## config.mk

```make
export PLATFORM = sky130hd
export DESIGN_NAME = fetch_btb_flat
export DESIGN_NICKNAME = d
export VERILOG_FILES = /design/src/rtl/fetch_btb_pkg.sv /design/src/rtl/fetch_btb_if.sv /design/src/rtl/fetch_btb_btb_table.sv /design/src/rtl/fetch_btb.sv /design/src/flat_wrapper.sv
export SDC_FILE = /design/constraint.sdc
export NUM_CORES = 1
export LEC_CHECK = 0
export CORE_MARGIN = 2
export CORE_UTILIZATION = 44
export CTS_CLUSTER_DIAMETER = 120
export DETAILED_ROUTE_END_ITERATION = 6
export PLACE_DENSITY = 0.85
export SYNTH_ARGS = -nofsm -noshare
export SYNTH_HDL_FRONTEND = slang
export SYNTH_SLANG_ARGS = --single-unit
```

## constraint.sdc

```tcl
create_clock -name clk -period 3.3 [get_ports clk]
set_input_delay 0.66 -clock clk [delete_from_list [all_inputs] [get_ports clk]]
set_output_delay 0.66 -clock clk [all_outputs]
set_load 0.02 [all_outputs]
```

## src/rtl/fetch_btb_pkg.sv

```systemverilog
// Shared definitions for the fetch stage: 2-bit branch counter encoding,
// default word size and small helper functions.
package fetch_btb_pkg;

  localparam int WORD_SIZE_DEF = 16;

  typedef enum logic [1:0] {
    SNT = 2'd0,
    WNT = 2'd1,
    WT  = 2'd2,
    ST  = 2'd3
  } ctr_e;

  function automatic int clog2(input int value);
    int res;
    res = 0;
    for (int i = 0; i < 31; i++) begin
      if ((32'sd1 <<< i) < value) begin
        res = i + 1;
      end else begin
        res = res;
      end
    end
    return res;
  endfunction

  // Saturating up/down step of a 2-bit prediction counter.
  function automatic ctr_e ctr_next(input ctr_e cur, input logic taken);
    ctr_e nxt;
    if (taken) begin
      nxt = (cur == ST) ? ST : ctr_e'(cur + 2'd1);
    end else begin
      nxt = (cur == SNT) ? SNT : ctr_e'(cur - 2'd1);
    end
    return nxt;
  endfunction

endpackage

```

## src/rtl/fetch_btb_if.sv

```systemverilog
// Fetch-stage bus: instruction memory port, IF/ID outputs and EX feedback.
// master = fetch unit, slave = surrounding pipeline / memory.
interface fetch_btb_if #(
  parameter int WORD_SIZE = fetch_btb_pkg::WORD_SIZE_DEF
);
  logic                 stall;
  logic                 readM1;
  logic [WORD_SIZE-1:0] address1;
  logic [WORD_SIZE-1:0] data1;
  logic                 inst_valid;
  logic [WORD_SIZE-1:0] inst_out;
  logic [WORD_SIZE-1:0] pc_plus1_out;
  logic                 pred_taken;
  logic [WORD_SIZE-1:0] pred_target;
  logic                 resolve_valid;
  logic                 resolve_taken;
  logic [WORD_SIZE-1:0] resolve_pc;
  logic [WORD_SIZE-1:0] resolve_target;
  logic                 redirect;
  logic [WORD_SIZE-1:0] redirect_pc;
  logic [WORD_SIZE-1:0] fetch_count;

  modport master (
    input  stall, data1, resolve_valid, resolve_taken, resolve_pc,
           resolve_target, redirect, redirect_pc,
    output readM1, address1, inst_valid, inst_out, pc_plus1_out,
           pred_taken, pred_target, fetch_count
  );

  modport slave (
    output stall, data1, resolve_valid, resolve_taken, resolve_pc,
           resolve_target, redirect, redirect_pc,
    input  readM1, address1, inst_valid, inst_out, pc_plus1_out,
           pred_taken, pred_target, fetch_count
  );
endinterface

```

## src/rtl/fetch_btb_btb_table.sv

```systemverilog
// Direct-mapped branch target buffer: combinational lookup of the current
// entry contents, one registered update per cycle from EX resolution.
module btb_table
  import fetch_btb_pkg::*;
#(
  parameter int WORD_SIZE   = WORD_SIZE_DEF,
  parameter int BTB_ENTRIES = 16
) (
  input  logic                 clk,
  input  logic                 rst,
  input  logic [WORD_SIZE-1:0] lookup_pc_i,
  output logic                 lookup_hit_o,
  output ctr_e                 lookup_ctr_o,
  output logic [WORD_SIZE-1:0] lookup_target_o,
  input  logic                 upd_valid_i,
  input  logic                 upd_taken_i,
  input  logic [WORD_SIZE-1:0] upd_pc_i,
  input  logic [WORD_SIZE-1:0] upd_target_i
);

  localparam int IDX_W = clog2(BTB_ENTRIES);
  localparam int TAG_W = WORD_SIZE - IDX_W;

  typedef struct packed {
    logic                 valid;
    logic [TAG_W-1:0]     tag;
    logic [WORD_SIZE-1:0] target;
    ctr_e                 ctr;
  } entry_t;

  entry_t             tbl_q [BTB_ENTRIES];
  entry_t             look_entry_s;
  entry_t             upd_entry_s;
  entry_t             upd_entry_d;
  logic               upd_hit_s;
  logic               upd_we_s;
  logic [IDX_W-1:0]   look_idx_s;
  logic [IDX_W-1:0]   upd_idx_s;
  logic [TAG_W-1:0]   upd_tag_s;

  assign look_idx_s      = lookup_pc_i[IDX_W-1:0];
  assign look_entry_s    = tbl_q[look_idx_s];
  assign lookup_hit_o    = look_entry_s.valid &&
                           (look_entry_s.tag == lookup_pc_i[WORD_SIZE-1:IDX_W]);
  assign lookup_ctr_o    = look_entry_s.ctr;
  assign lookup_target_o = look_entry_s.target;

  assign upd_idx_s   = upd_pc_i[IDX_W-1:0];
  assign upd_tag_s   = upd_pc_i[WORD_SIZE-1:IDX_W];
  assign upd_entry_s = tbl_q[upd_idx_s];
  assign upd_hit_s   = upd_entry_s.valid && (upd_entry_s.tag == upd_tag_s);

  // Resolution: train on hit, allocate on taken miss, ignore not-taken miss.
  always_comb begin
    upd_entry_d = upd_entry_s;
    upd_we_s    = 1'b0;
    if (upd_valid_i) begin
      if (upd_hit_s) begin
        upd_we_s        = 1'b1;
        upd_entry_d.ctr = ctr_next(upd_entry_s.ctr, upd_taken_i);
        if (upd_taken_i) begin
          upd_entry_d.target = upd_target_i;
        end else begin
          upd_entry_d.target = upd_entry_s.target;
        end
      end else if (upd_taken_i) begin
        upd_we_s    = 1'b1;
        upd_entry_d = '{valid: 1'b1, tag: upd_tag_s, target: upd_target_i, ctr: WT};
      end else begin
        upd_we_s = 1'b0;
      end
    end else begin
      upd_we_s = 1'b0;
    end
  end

  // Table storage; writes land at the edge so same-cycle lookups see old data.
  always_ff @(posedge clk or posedge rst) begin
    if (rst) begin
      for (int i = 0; i < BTB_ENTRIES; i++) begin
        tbl_q[i] <= '{valid: 1'b0, tag: '0, target: '0, ctr: WNT};
      end
    end else if (upd_we_s) begin
      tbl_q[upd_idx_s] <= upd_entry_d;
    end
  end

endmodule

```

## src/rtl/fetch_btb.sv

```systemverilog
// Fetch stage with PC, IF/ID register and optional BTB predictor.
// Define FETCH_BTB_EN to build the branch target buffer.
module fetch_btb
  import fetch_btb_pkg::*;
#(
  parameter int                   WORD_SIZE   = WORD_SIZE_DEF,
  parameter int                   BTB_ENTRIES = 16,
  parameter logic [WORD_SIZE-1:0] RESET_PC    = '0
) (
  input  logic       clk,
  input  logic       rst,
  fetch_btb_if.master bus
);

  localparam logic [WORD_SIZE-1:0] PC_INC = {{(WORD_SIZE-1){1'b0}}, 1'b1};

  typedef struct packed {
    logic                 valid;
    logic [WORD_SIZE-1:0] inst;
    logic [WORD_SIZE-1:0] pc1;
    logic                 ptk;
    logic [WORD_SIZE-1:0] ptg;
  } ifid_t;

  logic [WORD_SIZE-1:0] pc_q, pc_d;
  logic [WORD_SIZE-1:0] cnt_q, cnt_d;
  ifid_t                ifid_q, ifid_d;
  logic [WORD_SIZE-1:0] pc_plus1_s;
  logic                 pred_taken_s;
  logic [WORD_SIZE-1:0] pred_target_s;

  assign pc_plus1_s = pc_q + PC_INC;

`ifdef FETCH_BTB_EN
  logic                 btb_hit_s;
  ctr_e                 btb_ctr_s;
  logic [WORD_SIZE-1:0] btb_target_s;

  btb_table #(
    .WORD_SIZE   (WORD_SIZE),
    .BTB_ENTRIES (BTB_ENTRIES)
  ) u_btb (
    .clk             (clk),
    .rst             (rst),
    .lookup_pc_i     (pc_q),
    .lookup_hit_o    (btb_hit_s),
    .lookup_ctr_o    (btb_ctr_s),
    .lookup_target_o (btb_target_s),
    .upd_valid_i     (bus.resolve_valid),
    .upd_taken_i     (bus.resolve_taken),
    .upd_pc_i        (bus.resolve_pc),
    .upd_target_i    (bus.resolve_target)
  );

  assign pred_taken_s  = btb_hit_s && (btb_ctr_s >= WT);
  assign pred_target_s = pred_taken_s ? btb_target_s : pc_plus1_s;
`else
  logic unused_resolve_s;

  assign unused_resolve_s = ^{bus.resolve_valid, bus.resolve_taken,
                              bus.resolve_pc, bus.resolve_target};
  assign pred_taken_s  = 1'b0;
  assign pred_target_s = pc_plus1_s;
`endif

  // Next-PC and IF/ID selection: redirect beats stall beats normal fetch.
  always_comb begin
    pc_d   = pc_q;
    ifid_d = ifid_q;
    cnt_d  = cnt_q;
    if (bus.redirect) begin
      pc_d         = bus.redirect_pc;
      ifid_d.valid = 1'b0;
    end else if (bus.stall) begin
      pc_d = pc_q;
    end else begin
      pc_d   = pred_taken_s ? pred_target_s : pc_plus1_s;
      ifid_d = '{valid: 1'b1, inst: bus.data1, pc1: pc_plus1_s,
                 ptk: pred_taken_s, ptg: pred_target_s};
      cnt_d  = cnt_q + PC_INC;
    end
  end

  // Pipeline state registers.
  always_ff @(posedge clk or posedge rst) begin
    if (rst) begin
      pc_q   <= RESET_PC;
      cnt_q  <= '0;
      ifid_q <= '0;
    end else begin
      pc_q   <= pc_d;
      cnt_q  <= cnt_d;
      ifid_q <= ifid_d;
    end
  end

  assign bus.readM1       = 1'b1;
  assign bus.address1     = pc_q;
  assign bus.inst_valid   = ifid_q.valid;
  assign bus.inst_out     = ifid_q.inst;
  assign bus.pc_plus1_out = ifid_q.pc1;
  assign bus.pred_taken   = ifid_q.ptk;
  assign bus.pred_target  = ifid_q.ptg;
  assign bus.fetch_count  = cnt_q;

endmodule

```

## src/flat_wrapper.sv

```systemverilog
// flat-port wrapper written by rule: the top's interface ports become plain ports
module fetch_btb_flat import fetch_btb_pkg::*;
#(
  parameter int                   WORD_SIZE   = WORD_SIZE_DEF,
  parameter int                   BTB_ENTRIES = 16,
  parameter logic [WORD_SIZE-1:0] RESET_PC    = '0
)
  (clk, rst, bus_stall, bus_data1, bus_resolve_valid, bus_resolve_taken, bus_resolve_pc, bus_resolve_target, bus_redirect, bus_redirect_pc, bus_readM1, bus_address1, bus_inst_valid, bus_inst_out, bus_pc_plus1_out, bus_pred_taken, bus_pred_target, bus_fetch_count);
  fetch_btb_if #(.WORD_SIZE(WORD_SIZE)) bus_i ();
  input  logic clk;
  input  logic rst;
  input wire logic [$bits(bus_i.stall)-1:0] bus_stall;
  input wire logic [$bits(bus_i.data1)-1:0] bus_data1;
  input wire logic [$bits(bus_i.resolve_valid)-1:0] bus_resolve_valid;
  input wire logic [$bits(bus_i.resolve_taken)-1:0] bus_resolve_taken;
  input wire logic [$bits(bus_i.resolve_pc)-1:0] bus_resolve_pc;
  input wire logic [$bits(bus_i.resolve_target)-1:0] bus_resolve_target;
  input wire logic [$bits(bus_i.redirect)-1:0] bus_redirect;
  input wire logic [$bits(bus_i.redirect_pc)-1:0] bus_redirect_pc;
  output wire logic [$bits(bus_i.readM1)-1:0] bus_readM1;
  output wire logic [$bits(bus_i.address1)-1:0] bus_address1;
  output wire logic [$bits(bus_i.inst_valid)-1:0] bus_inst_valid;
  output wire logic [$bits(bus_i.inst_out)-1:0] bus_inst_out;
  output wire logic [$bits(bus_i.pc_plus1_out)-1:0] bus_pc_plus1_out;
  output wire logic [$bits(bus_i.pred_taken)-1:0] bus_pred_taken;
  output wire logic [$bits(bus_i.pred_target)-1:0] bus_pred_target;
  output wire logic [$bits(bus_i.fetch_count)-1:0] bus_fetch_count;
  assign bus_i.stall = bus_stall;
  assign bus_i.data1 = bus_data1;
  assign bus_i.resolve_valid = bus_resolve_valid;
  assign bus_i.resolve_taken = bus_resolve_taken;
  assign bus_i.resolve_pc = bus_resolve_pc;
  assign bus_i.resolve_target = bus_resolve_target;
  assign bus_i.redirect = bus_redirect;
  assign bus_i.redirect_pc = bus_redirect_pc;
  assign bus_readM1 = bus_i.readM1;
  assign bus_address1 = bus_i.address1;
  assign bus_inst_valid = bus_i.inst_valid;
  assign bus_inst_out = bus_i.inst_out;
  assign bus_pc_plus1_out = bus_i.pc_plus1_out;
  assign bus_pred_taken = bus_i.pred_taken;
  assign bus_pred_target = bus_i.pred_target;
  assign bus_fetch_count = bus_i.fetch_count;
  fetch_btb #(.WORD_SIZE(WORD_SIZE), .BTB_ENTRIES(BTB_ENTRIES), .RESET_PC(RESET_PC)) u_core (.clk(clk), .rst(rst), .bus(bus_i));
endmodule
```

# --- After elaboration in Yosys (flattened, before gate mapping) ---
# Cells that the tools add are included.
word_totals:
  regBits: 65
  inputBits: 70
  out_inout_bits: 83
  elab_cells: 15
op_classes:
  add_sub_neg: 2
  eq_ne: 1
  muxes: 4
  bitwise: 2
  reduce_logical: 1
ops:
  columns: ["operator", "count"]
  rows:
  - ["50-bit two-way mux", 1]
  - ["16-bit by 1-bit adder with 16-bit output, second input constant", 2]
  - ["16-bit two-way mux", 2]
  - ["2-bit by 1-bit != test with 1-bit output, second input constant", 1]
  - ["1-bit inverter", 2]
  - ["2-bit AND reduction", 1]
  - ["1-bit two-way mux", 1]

# --- Depth between registers and ports, before layout ---
depth:
  depth_word: 3
  depth_mapped: 6
  ltp_nobuf: 5

# --- Worst setup path before layout ---
# OpenSTA, ideal clock, no wires.
synth_path:
  kind: "input port to flip-flop"
  start: "input port bus_stall"
  end: "register u_core.cnt_q[13], in the netlist u_core.bus.fetch_count[13]"
  setup_ps: 129
  arrival_ps: 1681
  t_required_ps: 3171
  slack_ps: 1490
  stages: 5
  n_path_buf: 1
  path_cell_list: "buf_4 > nand4bb_4 > nor4_2 > nand3_1 > xnor2_1"
synth_between:
  elab_chain_len: 2
synth_lines:
  columns: ["item", "line", "text"]
  rows:
  - ["from (decl)", "flat_wrapper.sv:12", "input wire logic [$bits(bus_i.stall)-1:0] bus_stall;"]
  - ["1-bit inverter (no line)", null, null]
  - ["2-bit AND reduction (no line)", null, null]
  - ["to (signal assigned)", "fetch_btb.sv:92", "cnt_q <= cnt_d;"]
  - ["to (decl)", "fetch_btb.sv:26", "logic [WORD_SIZE-1:0] cnt_q, cnt_d;"]
# Every way passes these cells.
# A chain may end at the register's enable or synchronous reset.

# --- Worst setup path after layout ---
layout_path:
  start: "input port bus_stall"
  end: "register u_core.cnt_q[15], in the netlist u_core.bus.fetch_count[15]"
# The elaborated chain is that of the path after synthesis.

==> flow_metrics.env <==
export IMPL_status="complete, no violations"
export IMPL_finalSetupTns_ps=0
export IMPL_dp_hpwl_um=5310
export IMPL_drc=0
export IMPL_synth_simple_gate_area_frac=0.168
export IMPL_grt_pass1_vias=2394
export IMPL_synth_most_common_cell="dfrtp_1"
export IMPL_rows=31
export IMPL_synth_top_family_by_area="simple AND/OR/NAND/NOR gates"
export IMPL_fin_hold_ws_ps=473
export IMPL_slew_headroom=0.660
export IMPL_fillers=570
export IMPL_p_sw_frac=0.333
export IMPL_die_x_um=89.5
export IMPL_nets=471
export IMPL_drt_iter0_drc=82
export IMPL_crit_path_top_delay_cell="clkdlybuf4s50_1"
export IMPL_p_seq_frac=0.417
export IMPL_ys_flop_type="dfrtp_1"
export IMPL_pwr_density_cell_nw_per_um2=563
export IMPL_cts_resized=0
export IMPL_final_hold_violation_count=0
export IMPL_clockBufferDepth=2
export IMPL_async_flop_share=1.00
export IMPL_syn_cell_area_um2=3220
export IMPL_drive_gt1_frac=0.121
export IMPL_portBuffers=116
export IMPL_worstRegToRegCells=5
export IMPL_die_h_um=89.5
export IMPL_synth_top_area_frac=0.506
export IMPL_critPathMaxStageDelay_ps=670
export IMPL_path_clk_slew_ps=70
export IMPL_fin_ws_ps=1050
export IMPL_critPathMaxFanout=11
export IMPL_synth_compound_area_frac=0.0529
export IMPL_synthAdderAreaFrac=0.00778
export IMPL_pwr_share_clk=0.271
export IMPL_viasPerCell=4.85
export IMPL_tritoncts="yes"
export IMPL_cp_top_family="simple AND/OR/NAND/NOR gates"
export IMPL_synth_nets=375
export IMPL_critPathArrivalTime_ps=2470
export IMPL_dp_slack_ps=681
export IMPL_die_area_um2=8010
export IMPL_hold_class="reg -> reg"
export IMPL_synth_area_mux_share=0.0661
export IMPL_synth_edff_count=0
export IMPL_drt_pass1_iterations=4
export IMPL_ys_ff_latch=65
export IMPL_worst_setup_path_end_kind="flop"
export IMPL_fin_skew_ps=10.6
export IMPL_cts_buffers=9
export IMPL_wl_per_cell_um=14.1
export IMPL_final_max_slew_violation_count=0
export IMPL_critPathBufInv=1
export IMPL_overflow=0
export IMPL_ir_worst_vdd_mv=0.284
export IMPL_initial_core_util=0.448
export IMPL_grtUsageTotal=0.192
export IMPL_rsz0062_at_grt="no"
export IMPL_grt_pass1_wl_um=11600
export IMPL_hold_depth=1
export IMPL_cts_max_level=3
export IMPL_cts_sinks=65
export IMPL_p_int_mw=1.70
export IMPL_finalWirelength_um=7110
export IMPL_clk_latency_ps=340
export IMPL_num_io_pins=153
export IMPL_diodes=0
export IMPL_worst_slew_pin_slew_ps=508
export IMPL_synth_cells=303
export IMPL_avgSynthCellArea_um2=10.6
export IMPL_ys_top_cells_by_count="dfrtp_1, xnor2_1, nand2_1, nor2_1, buf_4"
export IMPL_crit_chain="clkdlybuf4s50_1 -> nand4bb_4 -> nor4_2 -> nand3_1 -> xnor2_1"
export IMPL_clockRootBuffer="clkbuf_8"
export IMPL_path_depth=5
export IMPL_dp_cells=487
export IMPL_critPathKind="in -> reg"
export IMPL_yosys_top_cells_area="dfrtp_1, xnor2_1, mux2_2, buf_4, nand2_1"
export IMPL_yosysSeqAreaShare=0.506
export IMPL_min_period_ps=2250
export IMPL_p_comb_frac=0.311
export IMPL_finalCritPeriodShare=0.681
export IMPL_worstSetupStartpointType="primary input"
export IMPL_drtAntennaViolNets=0
export IMPL_setup_viol=0
export IMPL_place_gp_congestion=0.842
export IMPL_switchingPower_uw=845
export IMPL_ff2ff_setup_slack_ps=1560
export IMPL_grt_max_degree=36
export IMPL_vias=2441
export IMPL_synth_distinct_cells=37
export IMPL_fin_cells=503
export IMPL_fp_coreArea_um2=7180
export IMPL_post_cts_setup_buffers=0
export IMPL_fmax_ghz=0.445
export IMPL_synth_warnings=0
export IMPL_required_ps=3520
export IMPL_leakage_nw=1.78
export IMPL_ctsHoldBuffers=0
export IMPL_drv_cap=0
export IMPL_area_growth_syn_to_layout_pct=40.4
export IMPL_yosys_area_top_type="dfrtp_1"
export IMPL_synthXorXnorAreaFrac=0.117
export IMPL_fin_util=0.629
export IMPL_antenna_found_initial=0
## routing by layer
layer	routed length [um]	share of wire	up-vias	global-route usage
li1	-	-	1189	-
met1	3230	0.45	1159	0.258
met2	3390	0.48	83	0.296
met3	367	0.052	10	0.0572
met4	118	0.017	0	0.0665
met5	0	0	-	0
## power by group through the flow
stage	clock network, mW	logic, mW	registers [mW]
detailed placement	0	0.798	1.07
floorplan	0	0.324	1.18
global placement	0	0.780	1.07
global route	0.735	0.858	1.08
finish	0.689	0.791	1.06
CTS	0.704	0.801	1.06
## worst paths after layout
check	end	from
hold / removal	u_core.bus.fetch_count[15]$_DFFE_PP0P_	u_core.bus.fetch_count[15]$_DFFE_PP0P_
min in group asynchronous	u_core.bus.inst_out[14]$_DFFE_PP0P_	rst
setup / recovery	u_core.bus.fetch_count[15]$_DFFE_PP0P_	bus_stall
max in group asynchronous	u_core.bus.address1[5]$_DFFE_PP0P_	rst
setup reg to reg	u_core.bus.address1[12]$_DFFE_PP0P_	u_core.bus.address1[0]$_DFFE_PP0P_
hold reg to reg	u_core.bus.fetch_count[15]$_DFFE_PP0P_	u_core.bus.fetch_count[15]$_DFFE_PP0P_
## flip-flops by register name, summed over array words and instances (netlist names)
signal	cells
u_core.bus.inst_valid	1
u_core.bus.fetch_count	16
u_core.bus.address1	16
u_core.bus.inst_out	16
u_core.bus.pc_plus1_out	16
## worst register-to-register path: stages, from the launching register on
cell	delay (ps)
dfrtp_1	510
ha_1	300
nand3b_1	190
nor4_1	330
xnor2_1	170
o21ai_0	100
## cells in the final DEF, fill, tap and decap left out, types with 2 or more instances in the layout
cell type	Yosys	final
clkdlybuf4s50_1	0	116
dfrtp_1	65	65
xnor2_1	36	36
nand2_1	26	26
nor2_1	26	25
mux2_2	18	18
o21ai_0	16	16
a21oi_1	16	16
clkbuf_8	0	10
nand3_1	8	8
nor3_1	8	8
nor4_1	8	8
xor2_1	7	7
inv_1	6	5
nand4_1	5	5
buf_4	20	5
nor3_2	2	2
ha_1	2	2
conb_1	2	2
clkinv_4	0	2
## layout make-up
class                   instances  area, um^2  share of cell area
inverters                       6        22.5             0.00499
clock buffers                  11         141              0.0313
repair buffers                121        1200               0.265
multi-input cells             196        1340               0.296
flip-flops and latches         65        1630               0.360
well taps                      99         124              0.0274
clock inverters                 5        63.8              0.0141
## metrics by stage
step	power (mW)	cell area (um^2)
floorplan	1.51	3220
global placement	1.85	4310
detailed placement	1.87	4310
CTS	2.57	4520
global route	2.67	4520
finish	2.54	4520
## cell families (layout without fill, tap and decap cells)
family,Yosys count,after routing
buffers and inverters,42,143
AO/OA/AOI/OAI,33,33
adder cells (fa/ha/maj),2,2
multiplexers,19,19
XOR/XNOR,43,43
other,2,2
flip-flops,65,65
AND/OR/NAND/NOR,97,97
Note: power is estimated with default switching activity, not from simulation.
